File: src/rtl/mem_stage.sv
// MIPS pipeline memory-access stage: data-memory req/ack FSM, sub-word load/store
// lane handling, and the MEM/WB pipeline register feeding wb_stage.
module mem_stage #(
    parameter int ADDR_W = 32
) (
    input  logic              clk,
    input  logic              reset,
    input  logic              i_valid,
    input  logic [31:0]       i_alu_result,
    input  logic [31:0]       i_write_data,
    input  logic [4:0]        i_write_register,
    input  logic              i_reg_write,
    input  logic              i_mem_to_reg,
    input  logic              i_mem_read,
    input  logic              i_mem_write,
    input  logic [1:0]        i_mem_size,
    input  logic              i_mem_unsigned,
    output logic              o_stall,
    output logic              o_dmem_req,
    output logic              o_dmem_we,
    output logic [ADDR_W-1:0] o_dmem_addr,
    output logic [31:0]       o_dmem_wdata,
    output logic [3:0]        o_dmem_be,
    input  logic              i_dmem_ack,
    input  logic [31:0]       i_dmem_rdata,
    output logic              o_valid,
    output logic [31:0]       o_alu_result,
    output logic [31:0]       o_read_data,
    output logic [4:0]        o_write_register,
    output logic              o_reg_write,
    output logic              o_mem_to_reg,
    output logic              o_misaligned
);

    typedef enum logic {
        S_IDLE,
        S_WAIT
    } state_t;

    state_t      state;
    state_t      state_next;
    logic        stall_fsm;

    logic        is_byte;
    logic        is_half;
    logic        mem_op;
    logic        fault;
    logic        start;
    logic [1:0]  lane;
    logic [3:0]  be_calc;
    logic [31:0] wdata_calc;
    logic [7:0]  byte_sel;
    logic [15:0] half_sel;
    logic [31:0] load_data;

    // Access decode; size 11 falls through to word handling.
    always_comb begin
        is_byte = (i_mem_size == 2'b00);
        is_half = (i_mem_size == 2'b01);
        lane    = i_alu_result[1:0];
        mem_op  = i_valid & (i_mem_read | i_mem_write);
        fault   = mem_op & ((is_half & lane[0]) | (!is_byte && !is_half && (lane != 2'b00)));
        start   = mem_op & ~fault;
    end

    always_comb begin
        if (is_byte) begin
            be_calc    = 4'b0001 << lane;
            wdata_calc = {4{i_write_data[7:0]}};
        end else if (is_half) begin
            be_calc    = 4'b0011 << lane;
            wdata_calc = {2{i_write_data[15:0]}};
        end else begin
            be_calc    = 4'b1111;
            wdata_calc = i_write_data;
        end
    end

    // Upstream holds the instruction stable until the ack cycle, so the live
    // inputs still describe the outstanding access when the data returns.
    always_comb begin
        case (lane)
            2'b00:   byte_sel = i_dmem_rdata[7:0];
            2'b01:   byte_sel = i_dmem_rdata[15:8];
            2'b10:   byte_sel = i_dmem_rdata[23:16];
            default: byte_sel = i_dmem_rdata[31:24];
        endcase
        half_sel = lane[1] ? i_dmem_rdata[31:16] : i_dmem_rdata[15:0];
        if (is_byte)
            load_data = {{24{byte_sel[7] & ~i_mem_unsigned}}, byte_sel};
        else if (is_half)
            load_data = {{16{half_sel[15] & ~i_mem_unsigned}}, half_sel};
        else
            load_data = i_dmem_rdata;
    end

    always_comb begin
        state_next = state;
        stall_fsm  = 1'b0;
        case (state)
            S_IDLE: begin
                if (start) begin
                    state_next = S_WAIT;
                    stall_fsm  = 1'b1;
                end
            end
            S_WAIT: begin
                stall_fsm = ~i_dmem_ack;
                if (i_dmem_ack)
                    state_next = S_IDLE;
            end
            default: state_next = S_IDLE;
        endcase
        o_stall = reset & stall_fsm;
    end

    always_ff @(posedge clk or negedge reset) begin
        if (!reset) begin
            state            <= S_IDLE;
            o_dmem_req       <= 1'b0;
            o_dmem_we        <= 1'b0;
            o_dmem_addr      <= '0;
            o_dmem_wdata     <= '0;
            o_dmem_be        <= '0;
            o_valid          <= 1'b0;
            o_alu_result     <= '0;
            o_read_data      <= '0;
            o_write_register <= '0;
            o_reg_write      <= 1'b0;
            o_mem_to_reg     <= 1'b0;
            o_misaligned     <= 1'b0;
        end else begin
            state            <= state_next;
            o_misaligned     <= (state == S_IDLE) & fault;
            // Bubble by default; overridden below when an instruction retires.
            o_valid          <= 1'b0;
            o_alu_result     <= '0;
            o_read_data      <= '0;
            o_write_register <= '0;
            o_reg_write      <= 1'b0;
            o_mem_to_reg     <= 1'b0;

            if (state == S_IDLE) begin
                if (start) begin
                    o_dmem_req   <= 1'b1;
                    o_dmem_we    <= i_mem_write;
                    o_dmem_addr  <= {i_alu_result[ADDR_W-1:2], 2'b00};
                    o_dmem_wdata <= wdata_calc;
                    o_dmem_be    <= be_calc;
                end else if (i_valid && !mem_op) begin
                    o_valid          <= 1'b1;
                    o_alu_result     <= i_alu_result;
                    o_write_register <= i_write_register;
                    o_reg_write      <= i_reg_write;
                    o_mem_to_reg     <= i_mem_to_reg;
                end
            end else if (i_dmem_ack) begin
                o_dmem_req       <= 1'b0;
                o_valid          <= 1'b1;
                o_alu_result     <= i_alu_result;
                o_read_data      <= o_dmem_we ? '0 : load_data;
                o_write_register <= i_write_register;
                o_reg_write      <= i_reg_write;
                o_mem_to_reg     <= i_mem_to_reg;
            end
        end
    end

endmodule

File: config.mk
export PLATFORM = sky130hd
export DESIGN_NAME = mem_stage
export DESIGN_NICKNAME = d
export VERILOG_FILES = /design/src/rtl/mem_stage.sv
export SDC_FILE = /design/constraint.sdc
export NUM_CORES = 1
export LEC_CHECK = 0
export CAP_MARGIN = 20
export CORE_ASPECT_RATIO = 0.6
export CORE_MARGIN = 10
export CORE_UTILIZATION = 46
export CTS_BUF_LIST = sky130_fd_sc_hd__clkbuf_4 sky130_fd_sc_hd__clkbuf_8 sky130_fd_sc_hd__clkbuf_16
export DETAILED_ROUTE_END_ITERATION = 10
export PLACE_DENSITY = 0.87
export RECOVER_POWER = 25
export SLEW_MARGIN = 0
export SYNTH_ARGS = -nofsm -noshare
export SYNTH_HDL_FRONTEND = slang
export SYNTH_SLANG_ARGS = --single-unit
File: constraint.sdc
create_clock -name clk -period 4 [get_ports clk]
set_input_delay 0.4 -clock clk [delete_from_list [all_inputs] [get_ports clk]]
set_output_delay 0.4 -clock clk [all_outputs]
set_load 0.02 [all_outputs]
== Word level (Yosys, flattened, before mapping) ==
Cells that the tools add are included.

* Bits in registers: 142

* Reduce and logical (&&, ||, !) cells: 12
* Equality and inequality tests: 4
* Bitwise logic cells: 14
* Muxes and demuxes: 38
* Shift operators: 2

{| class="wikitable"
|+ Operators by type and width
! operator !! number
|-
| two-way mux 32 bit || 11
|-
| one-hot mux 8 bit (3 select lines) || 1
|-
| two-way mux 5 bit || 4
|-
| two-way mux 1 bit || 17
|-
| two-way mux 16 bit || 1
|-
| bitwise AND 1 bit || 8
|-
| two-way mux 4 bit || 2
|-
| == test 2 x 1 -> 1 bit, second input constant || 2
|-
| zero test 2 bit || 2
|-
| inverter 1 bit || 4
|-
| one-hot mux 1 bit (2 select lines) || 2
|-
| AND reduction 2 bit || 2
|-
| nonzero test 2 bit || 2
|-
| left shift 1 x 2 -> 4 bit, first input constant || 1
|-
| left shift 2 x 2 -> 4 bit, first input constant || 1
|-
| logical AND 1 bit || 3
|-
| zero test 1 bit || 3
|-
| == test 2 bit, second input constant || 1
|-
| != test 2 bit, second input constant || 1
|-
| OR 1 bit || 2
|}

== Longest topological paths before layout ==
Gate-level depths: netlist (run 1).

* Depth in word-level cells: 11
* Gate-level depth with buffers: 9
* Gate-level depth less buffers: 5

== Worst setup path after synthesis (run 1) ==
No wires, ideal clock.

* Path kind: input-to-output
* Start: input port i_alu_result[1]
* End: output port o_stall
* Path slack: 1.519 ns
* Data required time: 3.600 ns
* Stages: 9
* Buffers on the path: 4
* Data arrival time: 2.081 ns
* Cell sequence: buf_2 -> clkbuf_1 -> inv_1 -> ha_1 -> nand2b_1 -> nand4_2 -> buf_4 -> buf_6 -> a21boi_0

* Cells in the longest elaborated chain, start to end: 9

{| class="wikitable"
|+ RTL lines
! what !! line !! text
|-
| start: declaration || 9 || <nowiki>input logic [31:0] i_alu_result,</nowiki>
|-
| nonzero test 2 bit || 62 || <nowiki>fault = mem_op & ((is_half & lane[0]) | (!is_byte && !is_half && (lane != 2'b00)));</nowiki>
|-
| logical AND 1 bit || 62 ||
|-
| OR 1 bit || 62 ||
|-
| bitwise AND 1 bit || 62 ||
|-
| inverter 1 bit || 63 || <nowiki>start = mem_op & ~fault;</nowiki>
|-
| bitwise AND 1 bit || 63 ||
|-
| two-way mux 1 bit || 102 || <nowiki>if (start) begin</nowiki>
|-
| one-hot mux 1 bit (2 select lines) || 100 || <nowiki>case (state)</nowiki>
|-
| bitwise AND 1 bit || 114 || <nowiki>o_stall = reset & stall_fsm;</nowiki>
|-
| end: declaration || 18 || <nowiki>output logic o_stall,</nowiki>
|}

Every way passes these cells.

== Worst setup path after layout (run 1) ==
* Start: input port i_alu_result[0]
* End: output port o_stall

* Cells in the longest elaborated chain, start to end: 9

{| class="wikitable"
|+ RTL lines
! what !! line
|-
| nonzero test 2 bit || 62
|-
| logical AND 1 bit || 62
|-
| OR 1 bit * || 62
|-
| bitwise AND 1 bit * || 62
|-
| inverter 1 bit * || 63
|-
| bitwise AND 1 bit * || 63
|-
| two-way mux 1 bit * || 102
|-
| one-hot mux 1 bit (2 select lines) * || 100
|-
| bitwise AND 1 bit * || 114
|}

Mark *: on every way between the ends. The rest lies on a longest branch, timed or not.

==> results of run 1 <==
## report_power, final
group / internal [mW] / switching, mW / total, mW
logic: 0.735 / 0.691 / 1.43
clock network: 1.18 / 0.609 / 1.79
registers: 1.68 / 0.124 / 1.80
total: 3.59 / 1.42 / 5.02
## critical path, delay by kind of cell
kind,cells,cell delay [ns]
AOI/OAI and AO/OA,1,0.22
adders and majority gates,1,0.40
buffers and inverters,3,1.34
and+or+nand+nor,2,0.35
## final cells by class
class                   instances  area [sq um]
flip-flops and latches        142          3550
fillers                       894          3530
repair buffers                260          2590
multi-input cells             306          2370
clock buffers                  18           433
clock inverters                13           236
well taps                     170           213
inverters                      12          45.0
## logic make-up (layout without fill, tap and decap cells)
kind of cell / after synthesis / in the layout
muxes: 92 / 92
AOI/OAI and AO/OA: 72 / 72
and+or+nand+nor: 136 / 136
other: 1 / 2
DFF: 142 / 142
buffers and inverters: 52 / 303
adders and majority gates: 4 / 4
## layout by cell type (no fill, tap or decap), types with 2 or more instances in the layout
master | synthesis | final
a211o_1 | 2 | 2
a21oi_1 | 9 | 9
dfrtp_1 | 142 | 142
nand2b_1 | 3 | 3
mux2_4 | 7 | 7
nor2b_1 | 37 | 37
inv_6 | 0 | 2
clkdlybuf4s50_1 | 0 | 252
nand3b_1 | 2 | 2
and3b_1 | 2 | 2
nor2_1 | 37 | 37
o22ai_1 | 7 | 7
nor3b_1 | 9 | 9
clkinv_4 | 0 | 3
inv_1 | 11 | 11
nor4b_1 | 8 | 8
clkbuf_16 | 0 | 17
bufinv_16 | 0 | 6
buf_4 | 5 | 4
conb_1 | 1 | 2
ha_1 | 4 | 4
o21ai_0 | 25 | 25
mux2_2 | 75 | 75
nor4_1 | 16 | 16
clkbuf_2 | 0 | 2
a22oi_1 | 8 | 8
a22o_1 | 7 | 7
mux2i_1 | 10 | 10
nand2_1 | 15 | 15
a221oi_1 | 7 | 7
## final timing paths
path                                  from  depth (start not counted)          endpoint
setup / recovery           i_alu_result[0]                          7           o_stall
hold / removal                  o_dmem_req                          2        o_dmem_req
setup reg to reg                     state                          4   o_dmem_addr[30]
hold reg to reg                 o_dmem_req                          2        o_dmem_req
max in group asynchronous            reset                          2  o_alu_result[25]
min in group asynchronous            reset                          2   o_read_data[31]
## per-stage QoR
step           hold slack, ns  instance area (sq um)  std cells  util [%]  setup WS [ns]
3_5_place_dp            0.478                   8760        889      67.5          0.871
4_1_cts                 0.239                   9430        920      72.7          0.866
3_3_place_gp            0.467                   8760        889      67.5          0.946
2_1_floorplan           0.104                   6150        500         -           1.52
5_1_grt                 0.518                   9440        921      72.8          0.710
6_report                0.483                   9440        921      72.8          0.893
## metal layers
metal / GRT usage (%) / part of all wire [%] / wire [um]
met5: 0 / 0 / 0
met4: 5.64 / 0.99 / 190
met3: 10.2 / 12 / 2370
met2: 33.4 / 48 / 9170
met1: 24.3 / 39 / 7530
==> out/results.txt, run 1 <==
status: finished, violations left
failing checks: max-capacitance violations, max-slew violations
initial core utilization: 47.4%
Worst path most repeated cell: clkdlybuf4s50_1
kind of critical path: input port to output port
Worst-Skew Late Latency: 0.40 ns
final net count: 855
Wirelength per Cell: 20.9 um
fraction of registers with async set/reset: 100%
CP max stage cell: clkdlybuf4s50_1
Overall Power: 5.02 mW
global-route wire length before repair: 30.1 mm
total global routing overflow: 0
Post-Synth Simple-Gate Area: 12.5%
Max Slew Vio Count: 144
H-tree depth: 4
fmax: 322 MHz
clk sink count: 142
Critical Path AT: 2.71 ns
Yosys cell types: 43
Fin. Hold Viols: 0
TritonCTS clock tree: built
Req. time, crit path: 3.60 ns
Seq cells post-synth: 142
cells after synthesis: 499
fin crit share: 77.7%
area leader, netlist: dfrtp_1
pwr/cell area: 531 nW/um^2
Worst setup SP type: input port
top cells by area, synth: dfrtp_1 (58%), mux2_2 (14%), nor2b_1 (3.8%)
# Max-Cap Violations: 2
mux cell area share after synthesis: 17.1%
biggest regs: o_alu_result: 32 flops, o_dmem_wdata: 32 flops, o_read_data: 32 flops
Synthesis Warnings: 0
sequential area share after synthesis: 57.8%
Starting DRT DRC Count: 376
FP Rows: 32
Avg Inst Size Synth: 12.3 sq um
largest net degree at the start of global routing: 76
Core ar.: 13,000 sq um
setup bufs post-CTS: 0
number of global-route vias before repair: 5,283
layout cells sized above 1: 16.6%
count leader, synth: dfrtp_1
setup violators final: 0
Max FO, Critical Path: 11
num ports: 256
reg-to-reg setup timing slack: 1.93 ns
Synth Area in Compound Gates: 7.70%
initial antenna violation count: 0
Initial DRT Pass Iterations: 7
DRT antenna net count: 0
post-cts resize count: 0
xor and xnor fraction of the mapped netlist area: 0%
RSZ-0062 raised after global routing: no
CP max stage delay: 0.68 ns
Layout area overhead: 53.6%
Post-synth top flop: dfrtp_1
VDD IR max: 0.355 mV
routed vias: 4,885
Via density: 5.30
root buffer cell: clkbuf_16
CTS Buf Count: 17
GPL Wtd Cong: 0.891
CP Cell Sequence: clkdlybuf4s50_1 > inv_1 > ha_1 > nand2b_1 > nand4_4 > a21boi_0 > clkdlybuf4s50_1
Clock Path Buffers: 2
Synth top area share: 57.8%
Worst Setup End Kind: output port
DIE AREA: 18,500 sq um
Chip Width: 169 um
Port Buffers: 253
worst clock skew: 0.00809 ns
Hold Path Class: register to register
antenna diode count: 0
final routed DRC violation total: 0
Post-Syn Area: 6140 sq um
GRT Overall Usage: 20.7%
Worst Max-Slew Pin Slew: 1.81 ns
setup TNS: 0 ns
synth cell count leaders: dfrtp_1 (142), mux2_2 (75), nor2_1 (37), nor2b_1 (37), o21ai_0 (25)
post-DP HPWL: 14.6 mm
Final min period: 3.11 ns
hold bufs inserted after CTS: 0
Clock transition at path regs: 0.06 ns
Max transition margin: -20.4%
Post-synth EDFFs: 0
adder-cell share of the synthesized area: 0.814%
static leakage: 4.06 nW
largest family of logic cells by synthesized area: multiplexers
WL final: 19.3 mm
Die Y: 110 um
No activity file was read; power rests on OpenSTA's default activity.
==> inputs of run 2 (changes only) <==
CORE_UTILIZATION = 43   (was 46)
PLACE_DENSITY = 0.83   (was 0.87)
clock period = 3.2 ns   (was 4 ns; I/O delays follow)
==> out/results.txt, run 2 (synthesis gave the netlist of run 1 again) <==
VDD IR max: 0.396 mV (+11%)
Worst setup SP type: input port
initial antenna violation count: 1 (+1)
Final WS setup: 0.459 ns (-0.434 ns)
Finished Layout Cells: 949 (+3.0%)
final routed DRC violation total: 0 (unchanged)
GRT Overall Usage: 20.9% (+0.18 points)
CTS Buf Count: 17 (unchanged)
# Max-Cap Violations: 1 (-1)
clock power share: 31.6% (-4.1 points)
global-route wire length before repair: 32.4 mm (+7.6%)
CP max stage delay: 0.67 ns (about the same)
Req. time, crit path: 2.88 ns (-0.72 ns)
post-DP HPWL: 15.7 mm (+7.5%)
pwr/cell area: 632 nW/um^2 (+19%)
largest net degree at the start of global routing: 69 (-9.2%)
commonest non-fill, non-tap cell in the layout: clkdlybuf4s50_1
dpl cells: 916 (+3.0%)
fmax: 365 MHz
WL final: 20.5 mm (+6.7%)
Max Slew Vio Count: 66 (-54%)
initial core utilization: 44.4% (-2.9 points)
H-tree depth: 4 (unchanged)
fin crit share: 85.6%
Worst-Skew Late Latency: 0.40 ns (about the same)
Comb power frac: 30.4% (+2.0 points)
Critical Path AT: 2.42 ns (-0.29 ns)
Internal: 4.05 mW (+13%)
status: finished, violations left
setup violators final: 0 (unchanged)
GPL Wtd Cong: 0.899 (+0.92%)
Port Buffers: 253 (unchanged)
Starting DRT DRC Count: 418 (+11%)
antenna diode count: 0 (unchanged)
Chip Width: 174 um (+3.0%)
RSZ-0062 raised after global routing: no
kind of critical path: input port to output port
CP max stage cell: clkdlybuf4s50_1
setup TNS: 0 ns (unchanged)
CP Cell Sequence: dlygate4sd3_1 > inv_1 > ha_1 > nand2b_1 > nand4_4 > a21boi_0 > clkdlybuf4s50_1
post-cts resize count: 0 (unchanged)
Max FO, Critical Path: 9 (-2)
Clock Path Buffers: 2 (unchanged)
CP delay by family, top: buffers and inverters
Worst Max-Slew Pin Slew: 1.64 ns (-0.168 ns)
Buf+Inv Stages, Crit Path: 3 (unchanged)
NetSw: 1.89 mW (+33%)
FP Rows: 33 (+3.1%)
Initial DRT Pass Iterations: 6 (-1)
Layout area overhead: 53.0%
num ports: 256 (unchanged)
DRT antenna net count: 0 (unchanged)
number of global-route vias before repair: 5,462 (+3.4%)
TritonCTS clock tree: built
Final min period: 2.74 ns
Wirelength per Cell: 21.7 um (+3.5%)
total global routing overflow: 0 (unchanged)
most frequent cells in the layout: clkdlybuf4s50_1 (251), dfrtp_1 (142), mux2_2 (75)
Worst Setup End Kind: output port
failing checks: max-capacitance violations, max-slew violations
routed vias: 5,038 (+3.1%)
clk sink count: 142 (unchanged)
Fin. Hold Viols: 0 (unchanged)
Seq pwr share: 37.9% (+2.0 points)
pre-CTS setup slack: 0.534 ns (-0.338 ns)
Hold Path Class: input port to async pin
biggest regs: o_alu_result: 32 flops, o_dmem_wdata: 32 flops, o_read_data: 32 flops
layout cells sized above 1: 17.2% (+0.53 points)
setup bufs post-CTS: 0 (unchanged)
DIE AREA: 19,600 sq um (+5.9%)
Core ar.: 13,800 sq um (+6.6%)
Die Y: 113 um (+2.8%)
hold bufs inserted after CTS: 1 (+1)
Via density: 5.31 (about the same)
Net Sw Frac: 31.9% (+3.5 points)
root buffer cell: clkbuf_16
static leakage: 4.03 nW (-0.75%)
Clock transition at path regs: 0.07 ns (about the same)
final net count: 860 (+0.58%)
worst clock skew: 0.0125 ns (+0.00441 ns)
Max transition margin: -9.21% (+11 points)
-- run 2: cell types whose count changed in the layout (fill, tap and decap cells not counted), sizes merged, moves of 2 or more --
cell         change
buf              +4
clkinvlp         +2
inv              +5
dlygate4sd3      +2
bufinv           -6
-- run 2: final timing paths --
check	start	endpoint	slack (ns)	cells after the start
worst min register to register	o_dmem_req	o_dmem_req	0.49	2
min in group clk	i_reg_write	o_reg_write	0.48	2
worst max-delay path	i_alu_result[1]	o_stall	0.46	7
worst max register to register	state	o_alu_result[7]	1.18	4
max in group asynchronous	reset	o_dmem_wdata[18]	1.02	3
worst min-delay path	reset	o_write_register[4]	0.33	2
-- run 2: worst reg2reg max path, stage by stage, from the launching register on --
cell      delay (ns)
dfrtp_1         0.38
and2b_1         0.27
a21boi_0        0.35
clkbuf_2        0.70
nor2b_1         0.15
-- run 2: power groups by stage --
stage	Sequential, mW	Combinational (mW)	Clock, mW
after floorplan	2.64	0.458	0
after global placement	2.26	1.79	0
after detailed placement	2.28	1.82	0
after CTS	2.25	1.83	1.92
after global routing	2.29	1.92	2.02
final	2.25	1.81	1.88
-- run 2: layer usage --
| metal | up-vias | global-route usage (%) | share of wire (%) |
|---|---|---|---|
| li1 | 2245 | - | - |
| met1 | 2466 | 24.7 | 39 |
| met2 | 299 | 33.0 | 46 |
| met3 | 26 | 10.8 | 13 |
| met4 | 2 | 5.16 | 1.3 |
| met5 | - | 0 | 0.063 |
-- run 2: layout make-up --
class                   instances  area (sq um)
inverters                      12          45.0
flip-flops and latches        142          3550
fillers                       985          4430
multi-input cells             306          2360
repair buffers                265          2630
clock buffers                  17           425
clock inverters                15           149
well taps                     192           240
-- run 2: metrics by stage --
step	hold slack, ns	utilization [%]	power (mW)	cell area (sq um)
2_1_floorplan	0.0244	-	3.10	6150
3_3_place_gp	0.178	63.9	4.05	8840
3_5_place_dp	0.184	63.9	4.10	8840
4_1_cts	0.317	68.1	6.00	9420
5_1_grt	0.322	68.0	6.23	9400
6_report	0.330	68.0	5.94	9400
==> inputs of run 3 (changes only) <==
CORE_MARGIN = 2   (was 10)
CTS_BUF_LIST = unset   (was sky130_fd_sc_hd__clkbuf_4 sky130_fd_sc_hd__clkbuf_8 sky130_fd_sc_hd__clkbuf_16)
==> out/results.txt, run 3 (synthesis gave the netlist of run 1 again) <==
antenna diode count: 0 (unchanged)
Clock transition at path regs: 0.06 ns (about the same)
dpl cells: 918 (+0.22%)
setup bufs post-CTS: 0 (unchanged)
TritonCTS clock tree: built
Layout area overhead: 54.4%
total global routing overflow: 0 (unchanged)
worst-case reg-to-reg path depth: 4 (unchanged)
FP Rows: 33 (unchanged)
setup violators final: 0 (unchanged)
Final min period: 2.74 ns (+0.00241 ns)
Worst-Skew Late Latency: 0.41 ns (about the same)
final net count: 862 (+0.23%)
DRT antenna net count: 0 (unchanged)
hold bufs inserted after CTS: 1 (unchanged)
most frequent cells in the layout: clkdlybuf4s50_1 (251), dfrtp_1 (142), mux2_2 (75)
setup TNS: 0 ns (unchanged)
post-DP HPWL: 13.2 mm (-16%)
Max transition margin: -14.1% (-4.9 points)
routed vias: 5,037 (-0.020%)
Fin. Hold Viols: 0 (unchanged)
Via density: 5.30 (-0.13%)
status: finished, violations left
Core ar.: 13,800 sq um (-0.30%)
GPL Wtd Cong: 0.832 (-7.4%)
layout cells sized above 1: 17.2% (-0.023 points)
CTS Buf Count: 17 (unchanged)
VDD IR max: 0.374 mV (-5.5%)
initial core utilization: 44.6% (+0.13 points)
Req. time, crit path: 2.88 ns (about the same)
number of global-route vias before repair: 5,212 (-4.6%)
Final WS setup: 0.457 ns (-0.00241 ns)
# Max-Cap Violations: 1 (unchanged)
pwr/cell area: 652 nW/um^2 (+3.2%)
pre-CTS setup slack: 0.379 ns (-0.155 ns)
placed standard-cell area: 8850 sq um (+0.17%)
Initial DRT Pass Iterations: 5 (-1)
RSZ-0062 raised after global routing: no
Die Y: 96.6 um (-14%)
Worst setup SP type: input port
reg-to-reg setup timing slack: 0.57 ns (-0.61 ns)
Starting DRT DRC Count: 312 (-25%)
root buffer cell: clkbuf_16
clk sink count: 142 (unchanged)
Worst Max-Slew Pin Slew: 1.71 ns (+0.0731 ns)
Max Slew Vio Count: 39 (-41%)
hold slack: 0.343 ns (+0.0131 ns)
global-route wire length before repair: 27.2 mm (-16%)
initial antenna violation count: 1 (unchanged)
H-tree depth: 4 (unchanged)
worst clock skew: 0.0119 ns (-0.000561 ns)
final routed DRC violation total: 0 (unchanged)
fillers: 1,026 (+4.2%)
Hold Path Class: input port to async pin
Critical Path AT: 2.42 ns (about the same)
biggest regs: o_alu_result: 32 flops, o_dmem_wdata: 32 flops, o_read_data: 32 flops
static leakage: 4.08 nW (+1.1%)
Worst Setup End Kind: output port
post-route cell area: 9490 sq um (+0.86%)
post-cts resize count: 0 (unchanged)
GRT Overall Usage: 23.7% (+2.9 points)
DIE AREA: 15,300 sq um (-22%)
Wirelength per Cell: 19.0 um (-12%)
kind of critical path: input port to output port
largest net degree at the start of global routing: 69 (unchanged)
Max FO, Critical Path: 6 (-3)
fmax: 365 MHz (about the same)
Finished Layout Cells: 950 (+0.11%)
Util after Layout: 68.8% (+0.79 points)
WL final: 18.0 mm (-12%)
Port Buffers: 253 (unchanged)
Chip Width: 158 um (-9.2%)
failing checks: max-capacitance violations, max-slew violations
fin crit share: 85.7% (about the same)
Overall Power: 6.18 mW (+4.1%)
Clock Path Buffers: 2 (unchanged)
num ports: 256 (unchanged)
commonest non-fill, non-tap cell in the layout: clkdlybuf4s50_1
## run 3: layer usage
layer	track usage [%]	part of all wire (%)	vias to the layer above
li1	-	-	2241
met1	29.0	40	2473
met2	38.2	47	286
met3	10.3	11	35
met4	7.66	1.7	2
met5	0	0.061	-
## run 3: final cells by class
type | instances | area [sq um] | area share (%)
sequential | 142 | 3550 | 37.5
timing repair buffer | 267 | 2650 | 27.9
multi-input combinational | 306 | 2360 | 24.9
clock buffer | 18 | 439 | 4.63
tap | 192 | 240 | 2.53
clock inverter | 13 | 200 | 2.11
inverter | 12 | 45.0 | 0.475
## run 3: report_power, final
group | switching, mW | internal, mW
Clock | 0.814 | 1.34
Sequential | 0.155 | 2.10
Combinational | 0.853 | 0.922
## run 3: critical path, cell delays in order
cell and delay [ns]:
dlygate4sd3_1 0.62, inv_1 0.13, ha_1 0.17, nand2b_1 0.17, nand4_4 0.13, a21boi_0 0.20
clkdlybuf4s50_1 0.67
## run 3: final timing paths
kind,startpoint,end
max,i_alu_result[0],o_stall
min,reset,o_dmem_wdata[9]
max reg2reg,state,o_alu_result[23]
min reg2reg,o_dmem_req,o_dmem_req
max in group asynchronous,reset,o_dmem_addr[20]
min in group clk,i_write_register[2],o_write_register[2]
